==> config.mk <==
export PLATFORM = sky130hd
export DESIGN_NAME = segment_access_ctrl
export DESIGN_NICKNAME = d
export VERILOG_FILES = /design/src/rtl/segment_access_ctrl.sv
export SDC_FILE = /design/constraint.sdc
export NUM_CORES = 1
export LEC_CHECK = 0
export BUFFER_PORTS_ARGS = -buffer_cell sky130_fd_sc_hd__buf_4
export CAP_MARGIN = 20
export CORE_MARGIN = 2
export CORE_UTILIZATION = 49
export CTS_BUF_LIST = sky130_fd_sc_hd__clkbuf_2
export DETAILED_ROUTE_END_ITERATION = 8
export PLACE_DENSITY = 0.81
export SETUP_SLACK_MARGIN = 0.4
export SLEW_MARGIN = 10
export SYNTH_ARGS = -nofsm -noshare
export SYNTH_HDL_FRONTEND = slang
export SYNTH_SLANG_ARGS = --single-unit
==> constraint.sdc <==
create_clock -name clk -period 6.9 [get_ports clk]
set_input_delay 1.38 -clock clk [delete_from_list [all_inputs] [get_ports clk]]
set_output_delay 1.38 -clock clk [all_outputs]
set_load 0.01 [all_outputs]
==> src/rtl/segment_access_ctrl.sv <==
// segment_access_ctrl: arbitrates the segment register file port between segment loads, instruction fetch and operand address generation (optional SEG_OVERRIDE_EN enables override-prefix segment selection)
module segment_access_ctrl #(
  parameter int SEG_W = 16,
  parameter int SHIFT = 4,
  localparam int ADDR_W = SEG_W + SHIFT
) (
  input  logic              clk,
  input  logic              rst,
  input  logic              wr_req,
  input  logic [1:0]        wr_sel,
  input  logic [SEG_W-1:0]  wr_data,
  output logic              wr_ack,
  input  logic              if_req,
  input  logic [SEG_W-1:0]  if_offset,
  output logic              if_ack,
  output logic [ADDR_W-1:0] if_addr,
  input  logic              eu_req,
  input  logic [1:0]        eu_seg,
  input  logic [SEG_W-1:0]  eu_offset,
  input  logic              eu_ovr_valid,
  input  logic [1:0]        eu_ovr_seg,
  output logic              eu_ack,
  output logic [ADDR_W-1:0] eu_addr,
  output logic              seg_we,
  output logic [1:0]        seg_sel,
  output logic [SEG_W-1:0]  seg_data,
  input  logic [SEG_W-1:0]  seg_q,
  output logic              busy
);
  typedef enum logic [1:0] {IDLE, WR, RD, AD} state_t;
  state_t state;
  logic rr;
  logic who_eu;
  logic [SEG_W-1:0] off;
  logic [1:0] eu_sel;
  logic wr_v, if_v, eu_v, pick_eu;
  logic [ADDR_W-1:0] sum;
`ifdef SEG_OVERRIDE_EN
  assign eu_sel = eu_ovr_valid ? eu_ovr_seg : eu_seg;
`else
  logic unused_ovr;
  assign unused_ovr = ^{eu_ovr_valid, eu_ovr_seg};
  assign eu_sel = eu_seg;
`endif
  // Requests whose ack is still high are masked so a dropping requester is not granted twice
  always_comb begin
    wr_v = wr_req && !wr_ack;
    if_v = if_req && !if_ack;
    eu_v = eu_req && !eu_ack;
    pick_eu = eu_v && (rr || !if_v);
    sum = {seg_q, {SHIFT{1'b0}}} + ADDR_W'(off);
  end
  // Sequencer: IDLE grants, WR drives the write for one cycle, RD selects, AD forms the address
  always_ff @(posedge clk or posedge rst) begin
    if (rst) begin
      state <= IDLE;
      rr <= 1'b0;
      who_eu <= 1'b0;
      off <= '0;
      wr_ack <= 1'b0;
      if_ack <= 1'b0;
      eu_ack <= 1'b0;
      if_addr <= '0;
      eu_addr <= '0;
      seg_we <= 1'b0;
      seg_sel <= 2'd0;
      seg_data <= '0;
      busy <= 1'b0;
    end else begin
      wr_ack <= 1'b0;
      if_ack <= 1'b0;
      eu_ack <= 1'b0;
      case (state)
        IDLE:
          if (wr_v) begin
            state <= WR;
            busy <= 1'b1;
            seg_we <= 1'b1;
            seg_sel <= wr_sel;
            seg_data <= wr_data;
          end else if (if_v || eu_v) begin
            state <= RD;
            busy <= 1'b1;
            who_eu <= pick_eu;
            rr <= !pick_eu;
            seg_sel <= pick_eu ? eu_sel : 2'd0;
            off <= pick_eu ? eu_offset : if_offset;
          end
        WR: begin
          state <= IDLE;
          busy <= 1'b0;
          seg_we <= 1'b0;
          seg_data <= '0;
          wr_ack <= 1'b1;
        end
        RD: state <= AD;
        AD: begin
          state <= IDLE;
          busy <= 1'b0;
          if (who_eu) begin
            eu_addr <= sum;
            eu_ack <= 1'b1;
          end else begin
            if_addr <= sum;
            if_ack <= 1'b1;
          end
        end
      endcase
    end
  end
endmodule
==> metrics.md <==
| Metric | Value |
|---|---|
| MaxCap Viol Count | 0 |
| Setup WS post-layout | between 3000 and 4000 ps |
| Die Width | approximately 90 um |
| RSZ-0062 raised after global routing | no |
| Final hold vios | 0 |
| Power density cells | 447 mW/mm^2 |
| Setup crit end kind | flop |
| Post-synth EDFFs | 0 |
| R2r worst-path depth | 8 |
| Via-to-Cell Ratio | around 5.3 |
| Initial core utilization | between 40% and 50% |
| Final Wtd Congestion | around 0.93 |
| Boundary Pins | roughly 140 |
| Die Ht | 91.9 um |
| Post-Synthesis Cells | approximately 370 |
| Critical Path AT | 3420 ps |
| HPWL after detailed placement | 6.81 mm |
| TritonCTS Buffers | 9 |
| Post-synth ARST share | 100% |
| Post-Syn Area per Cell | about 10 um^2 |
| Largest net degree at the start of global routing | 84 |
| Final setup fails | 0 |
| Syn Nets | roughly 460 |
| Max Clock Skew | 37.0 ps |
| Yosys warnings | 0 |
| Diodes inserted | 0 |
| Filler instances | 620 |
| CP startpoint kind | input pin |
| Worst-path clk slew | around 240 ps |
| Hold depth | 2 |
| Peak supply drop | 0.212 mV |
| TritonCTS clock tree | yes |
| Hold Buf Count CTS | 0 |
| Clk buf depth | 2 |
| Pleak | 2.60 nW |
| CTS Root Cell | clkbuf_2 |
| Worst-path maximum fanout | 3 |
| Drt first pass iters | 4 |
| Slew headroom | 35.4% |
| Slew Viols, Final | 0 |
| Worst EP required | 7360 ps |
| Post-CTS sizing | 0 |
| Status | completed |
| Register area | 0.00208 mm^2 |
| DRC Markers | 0 |
| WL/cell | approximately 15 um |
| Clk Latency, worst-skew pair | 550 ps |
| Core ar. | 0.00761 mm^2 |
| Post-Route WL | 9.14 mm |
| Register bit total from synthesis | 83 |
| Tot GR Track Use | 22.0% |
| Nets | 592 |
| Global-route wire length before repair | 14.7 mm |
| H-tree levels | 3 |
| Period minus WS final | 2960 ps |
| Std-Cell Rows | 32 |
| Post-route ant nets | 0 |
| Vias | about 3200 |
| Post-Route Utilization | around 67% |
| P&R area growth vs syn | 34.5% |
| Area of the multi-input gates | about 0.0016 mm^2 |
| Achievable frequency | between 0.3 and 0.4 GHz |
| Most used DFF post-synth | dfrtp_1 |
| Post-CTS setup buffers | 0 |
| Crit Path Class | input pin to flop |
| Synth area leader | dfrtp_1 |
| Post-synth top area share | 54.8% |
| Initial antenna violation count | 0 |
| Final Cycle Share | 42.9% |
| Number of global-route vias before repair | 3094 |
| Sequential area share after synthesis | 54.8% |
| Min-Delay Path Class | flop to flop |
| Proportion of layout cells with a drive suffix above 1 | between 30 and 40% |
| TNS Setup | 0 ps |
| Top cells by area, synth | dfrtp_1 (55%), nand2_1 (7.1%), ha_1 (4.0%) |
| Finished Cell Area | 0.00509 mm^2 |
| Drt first-iter violations | 117 |
| Grt total ovfl | 0 |
| Post-Syn Area | 0.00379 mm^2 |
| Die ar. | ~0.0084 mm^2 |
| # port buffers | 135 |
| Dpl ws | 3320 ps |
| Post-DP Area | between 0.004 and 0.005 mm^2 |
| Worst-Margin Slew | just under 1000 ps |
| CTS Sinks | 83 |
| Reg2reg setup slack | 4470 ps |
| Post-synth cell types | 42 |
==> metal layers <==
| metal | up-vias | routed length (um) | track usage (%) |
|---|---|---|---|
| met5 | - | 0 | 0 |
| met1 | 1528 | 4010 | 29.5 |
| met2 | 121 | 4310 | 34.6 |
| met3 | 17 | 612 | 5.75 |
| li1 | 1574 | - | - |
| met4 | 0 | 208 | 8.33 |
==> sequential cells by signal (all words and copies together) (netlist names), 2 cells and up <==
signal	count
off	16
seg_data	16
if_addr	20
state	2
seg_sel	2
eu_addr	20
==> synth_stat cells, types with 2 or more instances <==
cell type and n:
nand2_1 72, ha_1 12, clkbuf_1 15, mux2i_1 2, and2_1 2, dfrtp_1 83
o21ai_1 21, xnor2_1 3, a21oi_1 9, and3_1 2, o211a_1 2, xor2_1 10
inv_1 6, o21ai_0 27, a22oi_1 16, a21o_1 7, nand2b_1 4, nand4_1 2
nand3b_1 2, a31oi_1 6, nor2_1 11, nor3_1 5, a22o_1 16, mux2_2 7
nand3_1 8
==> cells in the final DEF (no fill, tap or decap), types with 2 or more instances in the layout <==
master     instances
nor3_1             4
xor2_1            10
ha_1              12
buf_4            140
a22o_1            16
bufinv_16          3
o211a_1            2
a21o_1             7
nand2b_1           4
inv_1              5
a21oi_1            9
mux2i_1            2
xnor2_1            3
a31oi_1            6
o21ai_1           21
mux2_2             7
a22oi_1           16
clkbuf_2          11
nand2_1           72
nand3b_1           2
dfrtp_1           83
nor3_2             2
nor2_1            11
and3_1             2
nand4_1            2
o21ai_0           27
nand3_1            8
and2_1             2
==> worst paths after layout <==
check,from,endpoint
max in group asynchronous,rst,eu_addr[18]
worst max-delay path,seg_q[0],if_addr[14]
worst min register to register,eu_addr[6],eu_addr[6]
worst min-delay path,eu_addr[6],eu_addr[6]
min in group asynchronous,rst,if_addr[14]
worst max register to register,off[4],if_addr[14]
==> cell type report <==
type | instances | area share, %
sequential | 83 | 40.8
multi-input combinational | 261 | 32.0
timing repair buffer | 141 | 21.2
tap | 102 | 2.51
clock inverter | 4 | 1.94
clock buffer | 11 | 1.08
inverter | 7 | 0.541
==> through the flow <==
| step | power [mW] | hold slack (ps) | cells |
|---|---|---|---|
| after CTS | 2.28 | 516 | 607 |
| final | 2.28 | 507 | 609 |
| after global placement | 1.92 | 463 | 592 |
| after floorplan | 1.50 | 451 | 367 |
| after detailed placement | 1.97 | 472 | 592 |
| after global routing | 2.45 | 529 | 609 |
==> logic make-up (layout without fill, tap and decap cells) <==
group	after synthesis	count (layout)	synth area share, %
buffers and inverters	23	163	2.31
adder cells (fa/ha/maj)	13	13	4.49
flip-flops	83	83	54.8
AND/OR/NAND/NOR	113	113	13.0
multiplexers	10	10	3.01
XOR/XNOR	13	13	3.01
AO/OA/AOI/OAI	112	112	19.3
==> where the power goes <==
group	internal [mW]	switching, mW	total, mW
logic	0.516	0.578	1.09
registers	0.713	0.151	0.864
clock network	0.159	0.160	0.319
total	1.39	0.889	2.28
==> critical path, cell delays in order <==
cell	delay, ps
buf_4	110
ha_1	220
fa_1	400
a21o_1	220
a311o_1	360
a21o_1	210
a31oi_1	230
xor2_1	210
o21ai_1	90
No activity file was read; power rests on OpenSTA's default activity.
